## config.mk

```make
export PLATFORM = sky130hd
export DESIGN_NAME = ball_motion_engine
export DESIGN_NICKNAME = d
export VERILOG_FILES = /design/src/rtl/ball_motion_engine.sv
export SDC_FILE = /design/constraint.sdc
export NUM_CORES = 1
export LEC_CHECK = 0
export CORE_MARGIN = 8
export CORE_UTILIZATION = 30
export DETAILED_ROUTE_END_ITERATION = 12
export GPL_TIMING_DRIVEN = 0
export PLACE_DENSITY = 0.58
export SETUP_SLACK_MARGIN = 0.4
export SLEW_MARGIN = 20
export SYNTH_ARGS = -nofsm -noshare
export SYNTH_HDL_FRONTEND = slang
export SYNTH_SLANG_ARGS = --single-unit
```

## constraint.sdc

```tcl
create_clock -name clk -period 6.7 [get_ports clk]
set_input_delay 1.005 -clock clk [delete_from_list [all_inputs] [get_ports clk]]
set_output_delay 1.005 -clock clk [all_outputs]
set_load 0.01 [all_outputs]
```

## src/rtl/ball_motion_engine.sv

```systemverilog
// ball_motion_engine: single-ball pong motion, bounce, paddle return and scoring FSM.
// Optional feature macro: BALL_SPEEDUP_EN -- each paddle return raises the ball speed
// by one pixel per tick (saturating at 6); speed falls back to STEP whenever a serve starts.
//
// state | meaning
// IDLE  | after reset, ball parked at center, waiting for start
// SERVE | ball held at center while the serve counter runs
// RUN   | ball moving on game ticks, walls and paddle evaluated
// OVER  | no lives left, ball frozen, waiting for start
module ball_motion_engine #(
    parameter int SCREEN_W    = 640,
    parameter int SCREEN_H    = 480,
    parameter int BALL_SIZE   = 8,
    parameter int PADDLE_EDGE = 24,
    parameter int PADDLE_H    = 64,
    parameter int SERVE_TICKS = 50,
    parameter int STEP        = 2
) (
    input  logic       clk,
    input  logic       rst,
    input  logic       tick,
    input  logic       start,
    input  logic       pause,
    input  logic [9:0] paddle_y,
    output logic [9:0] ball_x,
    output logic [9:0] ball_y,
    output logic       hit,
    output logic       miss,
    output logic [7:0] score,
    output logic [1:0] lives,
    output logic       game_over
);

    typedef enum logic [1:0] {
        IDLE  = 2'd0,
        SERVE = 2'd1,
        RUN   = 2'd2,
        OVER  = 2'd3
    } state_t;

    localparam logic [10:0] X_MAX      = 11'(SCREEN_W - BALL_SIZE);
    localparam logic [10:0] Y_MAX      = 11'(SCREEN_H - BALL_SIZE);
    localparam logic [9:0]  CX         = 10'((SCREEN_W - BALL_SIZE) / 2);
    localparam logic [9:0]  CY         = 10'((SCREEN_H - BALL_SIZE) / 2);
    localparam logic [10:0] PAD_X      = 11'(PADDLE_EDGE);
    localparam logic [10:0] PAD_H      = 11'(PADDLE_H);
    localparam logic [10:0] BSZ        = 11'(BALL_SIZE);
    localparam logic [2:0]  SPEED_INIT = 3'(STEP);
    localparam int          CNT_W      = (SERVE_TICKS < 1) ? 1 : $clog2(SERVE_TICKS + 1);
    localparam logic [CNT_W-1:0] CNT_DONE = CNT_W'(SERVE_TICKS);
    localparam logic [CNT_W-1:0] CNT_ONE  = CNT_W'(1);

    // dir_x: 0 = left, 1 = right; dir_y: 0 = up, 1 = down
    localparam logic DIR_LEFT  = 1'b0;
    localparam logic DIR_RIGHT = 1'b1;
    localparam logic DIR_UP    = 1'b0;
    localparam logic DIR_DOWN  = 1'b1;

    state_t           state_q, state_d;
    logic [9:0]       ball_x_q, ball_x_d;
    logic [9:0]       ball_y_q, ball_y_d;
    logic             dir_x_q, dir_x_d;
    logic             dir_y_q, dir_y_d;
    logic [CNT_W-1:0] cnt_q, cnt_d;
    logic             hit_q, hit_d;
    logic             miss_q, miss_d;
    logic [7:0]       score_q, score_d;
    logic [1:0]       lives_q, lives_d;
    logic             serve_entry;
    logic [2:0]       speed;

    // Position arithmetic is widened to 11 bits so no comparison can wrap.
    logic [10:0] spd, bx, by, py;
    logic [10:0] x_rt, y_dn, pad_lim, ball_bot, pad_bot;
    logic [9:0]  x_lt, y_up;

    assign spd      = {8'b0, speed};
    assign bx       = {1'b0, ball_x_q};
    assign by       = {1'b0, ball_y_q};
    assign py       = {1'b0, paddle_y};
    assign x_rt     = bx + spd;
    assign y_dn     = by + spd;
    assign x_lt     = ball_x_q - {7'b0, speed};
    assign y_up     = ball_y_q - {7'b0, speed};
    assign pad_lim  = PAD_X + spd;
    assign ball_bot = by + BSZ;
    assign pad_bot  = py + PAD_H;

`ifdef BALL_SPEEDUP_EN
    localparam logic [2:0] SPEED_MAX = 3'd6;
    logic [2:0] speed_q, speed_d;

    // Speed steps up on each return and drops back to STEP whenever a serve begins.
    always_comb begin
        speed_d = speed_q;
        if (serve_entry) begin
            speed_d = SPEED_INIT;
        end else if (hit_d && (speed_q < SPEED_MAX)) begin
            speed_d = speed_q + 3'd1;
        end
    end

    // Speed register.
    always_ff @(posedge clk or negedge rst) begin
        if (!rst) begin
            speed_q <= SPEED_INIT;
        end else begin
            speed_q <= speed_d;
        end
    end

    assign speed = speed_q;
`else
    assign speed = SPEED_INIT;
`endif

    // Next-state, ball motion, wall/paddle resolution and scoring.
    always_comb begin
        state_d     = state_q;
        ball_x_d    = ball_x_q;
        ball_y_d    = ball_y_q;
        dir_x_d     = dir_x_q;
        dir_y_d     = dir_y_q;
        cnt_d       = cnt_q;
        hit_d       = 1'b0;
        miss_d      = 1'b0;
        score_d     = score_q;
        lives_d     = lives_q;
        serve_entry = 1'b0;

        case (state_q)
            IDLE, OVER: begin
                if (start) begin
                    serve_entry = 1'b1;
                    score_d     = 8'd0;
                    lives_d     = 2'd3;
                end
            end
            SERVE: begin
                if (cnt_q == CNT_DONE) begin
                    state_d = RUN;
                    cnt_d   = '0;
                    dir_x_d = DIR_LEFT;
                    dir_y_d = DIR_DOWN;
                end else if (tick && !pause) begin
                    cnt_d = cnt_q + CNT_ONE;
                end
            end
            RUN: begin
                if (tick && !pause) begin
                    if ((dir_y_q == DIR_UP) && (by < spd)) begin
                        ball_y_d = 10'd0;
                        dir_y_d  = DIR_DOWN;
                    end else if ((dir_y_q == DIR_DOWN) && (y_dn > Y_MAX)) begin
                        ball_y_d = Y_MAX[9:0];
                        dir_y_d  = DIR_UP;
                    end else if (dir_y_q == DIR_DOWN) begin
                        ball_y_d = y_dn[9:0];
                    end else begin
                        ball_y_d = y_up;
                    end

                    if (dir_x_q == DIR_LEFT) begin
                        if (bx < pad_lim) begin
                            if ((ball_bot > py) && (by < pad_bot)) begin
                                ball_x_d = PAD_X[9:0];
                                dir_x_d  = DIR_RIGHT;
                                hit_d    = 1'b1;
                                if (score_q != 8'hFF) begin
                                    score_d = score_q + 8'd1;
                                end
                            end else begin
                                // The ball stays where it was; a fresh serve recenters it.
                                miss_d  = 1'b1;
                                lives_d = lives_q - 2'd1;
                                if (lives_q == 2'd1) begin
                                    state_d = OVER;
                                end else begin
                                    serve_entry = 1'b1;
                                end
                            end
                        end else begin
                            ball_x_d = x_lt;
                        end
                    end else if (x_rt > X_MAX) begin
                        ball_x_d = X_MAX[9:0];
                        dir_x_d  = DIR_LEFT;
                    end else begin
                        ball_x_d = x_rt[9:0];
                    end
                end
            end
            default: begin
                state_d = IDLE;
            end
        endcase

        if (serve_entry) begin
            state_d  = SERVE;
            cnt_d    = '0;
            ball_x_d = CX;
            ball_y_d = CY;
        end
    end

    // State and datapath registers.
    always_ff @(posedge clk or negedge rst) begin
        if (!rst) begin
            state_q  <= IDLE;
            ball_x_q <= CX;
            ball_y_q <= CY;
            dir_x_q  <= DIR_LEFT;
            dir_y_q  <= DIR_DOWN;
            cnt_q    <= '0;
            hit_q    <= 1'b0;
            miss_q   <= 1'b0;
            score_q  <= 8'd0;
            lives_q  <= 2'd3;
        end else begin
            state_q  <= state_d;
            ball_x_q <= ball_x_d;
            ball_y_q <= ball_y_d;
            dir_x_q  <= dir_x_d;
            dir_y_q  <= dir_y_d;
            cnt_q    <= cnt_d;
            hit_q    <= hit_d;
            miss_q   <= miss_d;
            score_q  <= score_d;
            lives_q  <= lives_d;
        end
    end

    assign ball_x    = ball_x_q;
    assign ball_y    = ball_y_q;
    assign hit       = hit_q;
    assign miss      = miss_q;
    assign score     = score_q;
    assign lives     = lives_q;
    assign game_over = (state_q == OVER);

endmodule
```

==> out/metrics.yaml <==
setup_path:
  max_stage_delay_ns: 0.48
  crit_slowest_cell: "clkdlybuf4s50_1"
  worstSetupPathType: "in2reg"
  worstReg2RegStart: "ball_y[5]"
  worst-path-buf-inv: 2
  crit_chain: "clkdlybuf4s50_1, ha_1, xnor2_1, ha_1, a21o_1, a21oi_1, o32a_1, o211ai_2, a21boi_1, or2_1, clkbuf_1, o311ai_0"
  critPathLaunchType: "primary input"
  crit_fanout: 10
  worstSetupEndpointType: "flop"
  path_common_cell: "ha_1"
  cp.arrival_ns: 3.96
  crit_start: "paddle_y[6]"
  path_delay_family: "compound AO/OA/AOI/OAI gates"
  r2r_setup_slack_ns: 3.26
  worst_ep_required_time_ns: 6.86
timing:
  worstMarginPinSlew_ns: 0.765
  post-route-min-period_ns: 3.81
  setup_violations: 0
  finalHoldViolCount: 0
  fmax_mhz: 263
  holdWs_ns: 0.498
  fin_crit_sh: 0.568
  fin_skew_ns: 0.00464
  slew_viol_final: 0
  tns_ns: 0
  rsz0062_at_grt: "no"
  slew-limit-headroom: 0.488
placed_design:
  gp_congestion: 0.859
  io_buffers: 45
  dp_hpwl_mm: 7.77
floorplanning:
  die_h_um: 128
  die_w_um: 128
  start_util: 0.303
  io_pins: 48
  core_area_um2: 12400
  die_area_um2: 16400
  num_rows: 41
routing:
  drtPass1Iterations: 5
  drtIter0Drc: 279
  wl_met2_mm: 4.63
  vias: 3728
  drt_wl_total_mm: 10.4
  drt-vias-per-instance: 5.33
  drc: 0
  wl_met1_mm: 4.94
  antenna_left: 0
  top_layer: "met4"
  wire_per_inst_um: 14.8
  met3_length_um: 654
run_status:
  outcome: "completed"
finish:
  utilization: 0.370
  drive_gt1_frac: 0.121
  layout.nets: 572
  diodes: 0
  nFillCells: 1344
  area_growth_syn_to_layout_pct: 22.1
synth:
  synth_edf_count: 0
  ys_async_sr_fraction: 1.00
  avgSynthCellArea_um2: 7.98
  synth_top_area_cell: "dfrtp_1"
  ys_types: 74
  synth-seq-cells: 40
  syn_area_um2: 3770
  synth_ff_type: "dfrtp_1"
  seq_area_frac_synth: 0.270
  syn_inst: 472
  synth_top_area_share: 0.179
  synth_area_leaders: "dfrtp_1, ha_1, dfstp_2"
  yosysWarnings: 0
cts:
  cts_hold_buffers: 0
  clockRootBuffer: "clkbuf_16"
  worst_skew_pair.late_latency_ns: 0.28
  post_cts_resized: 0
  cts_made_buffers: 5
  cts_buffer_depth: 2
  cts_setup_buffers: 0
  cts_tree: "done"
  h-tree-depth: 2
  cts.clk_slew.worst_paths_ns: 0.06
  clock_sinks: 40
worst_hold_path:
  min-delay-start: "cnt_q[5]"
  hold_path.class: "reg2reg"
global_routing:
  antenna_found_initial: 0
  track_usage: 0.129
  grt_first_pass_wirelength_mm: 17.6
  gr-total-overflow: 0
  grt_max_degree: 26
  grt_pass1_vias: 3566
power:
  power_density_nw_per_um2: 335
  peakVddDrop_mv: 0.133
  p_leak_uw: 0.00194
flow_run:
  drv_cap: 0
## synthesized netlist by cell type (all sizes together), types with 4 or more instances
cell	instances
nor2	53
nand2	36
inv	33
a21oi	31
ha	31
o21ai	29
dfrtp	27
nand3	25
buf	14
clkbuf	13
dfstp	13
xnor2	13
nand4	12
nand2b	9
nor3	8
or3	8
a21o	7
nor4	7
xor2	7
and3	6
nor2b	6
a211o	5
a31oi	5
and2	5
o22ai	5
o311ai	5
a211oi	4
a31o	4
mux2	4
o211ai	4
or4	4
## sequential cells by signal (all words and copies together), names as in the netlist, 2 cells and up
signal / cells
ball_x: 9
state_q: 2
score: 8
lives: 2
cnt_q: 6
ball_y: 9
## cell families (layout without fill, tap and decap cells)
logic type	after synthesis	in the layout	synth area share
other	1	2	0.000996
muxes	5	5	0.0146
xor gates and xnor gates	20	20	0.0465
and+or+nand+nor	189	189	0.265
buffers and inverters	60	114	0.0701
AOI/OAI and AO/OA	126	126	0.230
DFF	40	40	0.270
adders and majority gates	31	31	0.103
## final cells by class
type	instances	area, µm²	share of cell area
Buffer	27	140	0.0305
Inverter	33	124	0.0269
Tap cell	172	215	0.0468
Multi-Input combinational cell	373	2490	0.541
Sequential cell	40	1020	0.221
Timing Repair Buffer	46	465	0.101
Clock inverter	2	10.0	0.00218
Clock buffer	6	139	0.0302
## routing by layer
metal,up-vias,track usage
met4,0,0.0420
met1,1766,0.172
met3,14,0.0291
li1,1821,-
met2,127,0.199
met5,-,0
## stage by stage
stage               cells  power [µW]  setup WS (ns)  cell area [µm²]
floorplan             473        1010           3.66             3770
global placement      690        1290           2.63             4440
detailed placement    691        1300           2.55             4450
CTS                   699        1550           2.84             4600
global route          699        1680           2.73             4600
finish                699        1540           2.89             4600
## path summary, 6_finish.rpt
path	end	cells past startpoint
worst max-delay path	ball_y[2]	12
worst max register to register	ball_y[2]	12
max in group asynchronous	ball_y[3]	2
worst min register to register	cnt_q[5]	1
min in group asynchronous	cnt_q[2]	1
worst min-delay path	cnt_q[5]	1
## where the power goes
group | internal, µW | leakage (µW) | switching (µW)
logic | 375 | 0.00136 | 526
registers | 320 | 0.000503 | 81.0
clock network | 147 | 0.0000766 | 94.0
## placed cells by master, fill, tap and decap left out, types with 4 or more instances in the layout
master,synthesis,final
buf_2,9,10
dfrtp_1,27,27
ha_1,31,31
clkbuf_16,0,5
a31o_2,4,4
clkbuf_1,11,11
o21ai_0,25,25
or3_1,5,5
nand3_1,25,25
a211oi_1,4,4
nand2b_1,9,9
a21oi_1,30,30
xor2_1,7,7
nor2b_1,6,6
a211o_1,4,4
nor2_1,50,50
xnor2_1,13,13
and3_1,6,6
inv_1,33,33
and2_1,5,5
nor3_1,7,7
o22ai_1,5,5
buf_4,4,4
nand2_1,36,36
nand4_1,12,12
nor4_1,5,5
dfstp_2,13,13
o311ai_0,4,4
a21o_1,7,7
clkdlybuf4s50_1,0,44
or4_1,4,4
a31oi_1,4,4
Power figures use the tool's default switching activity.
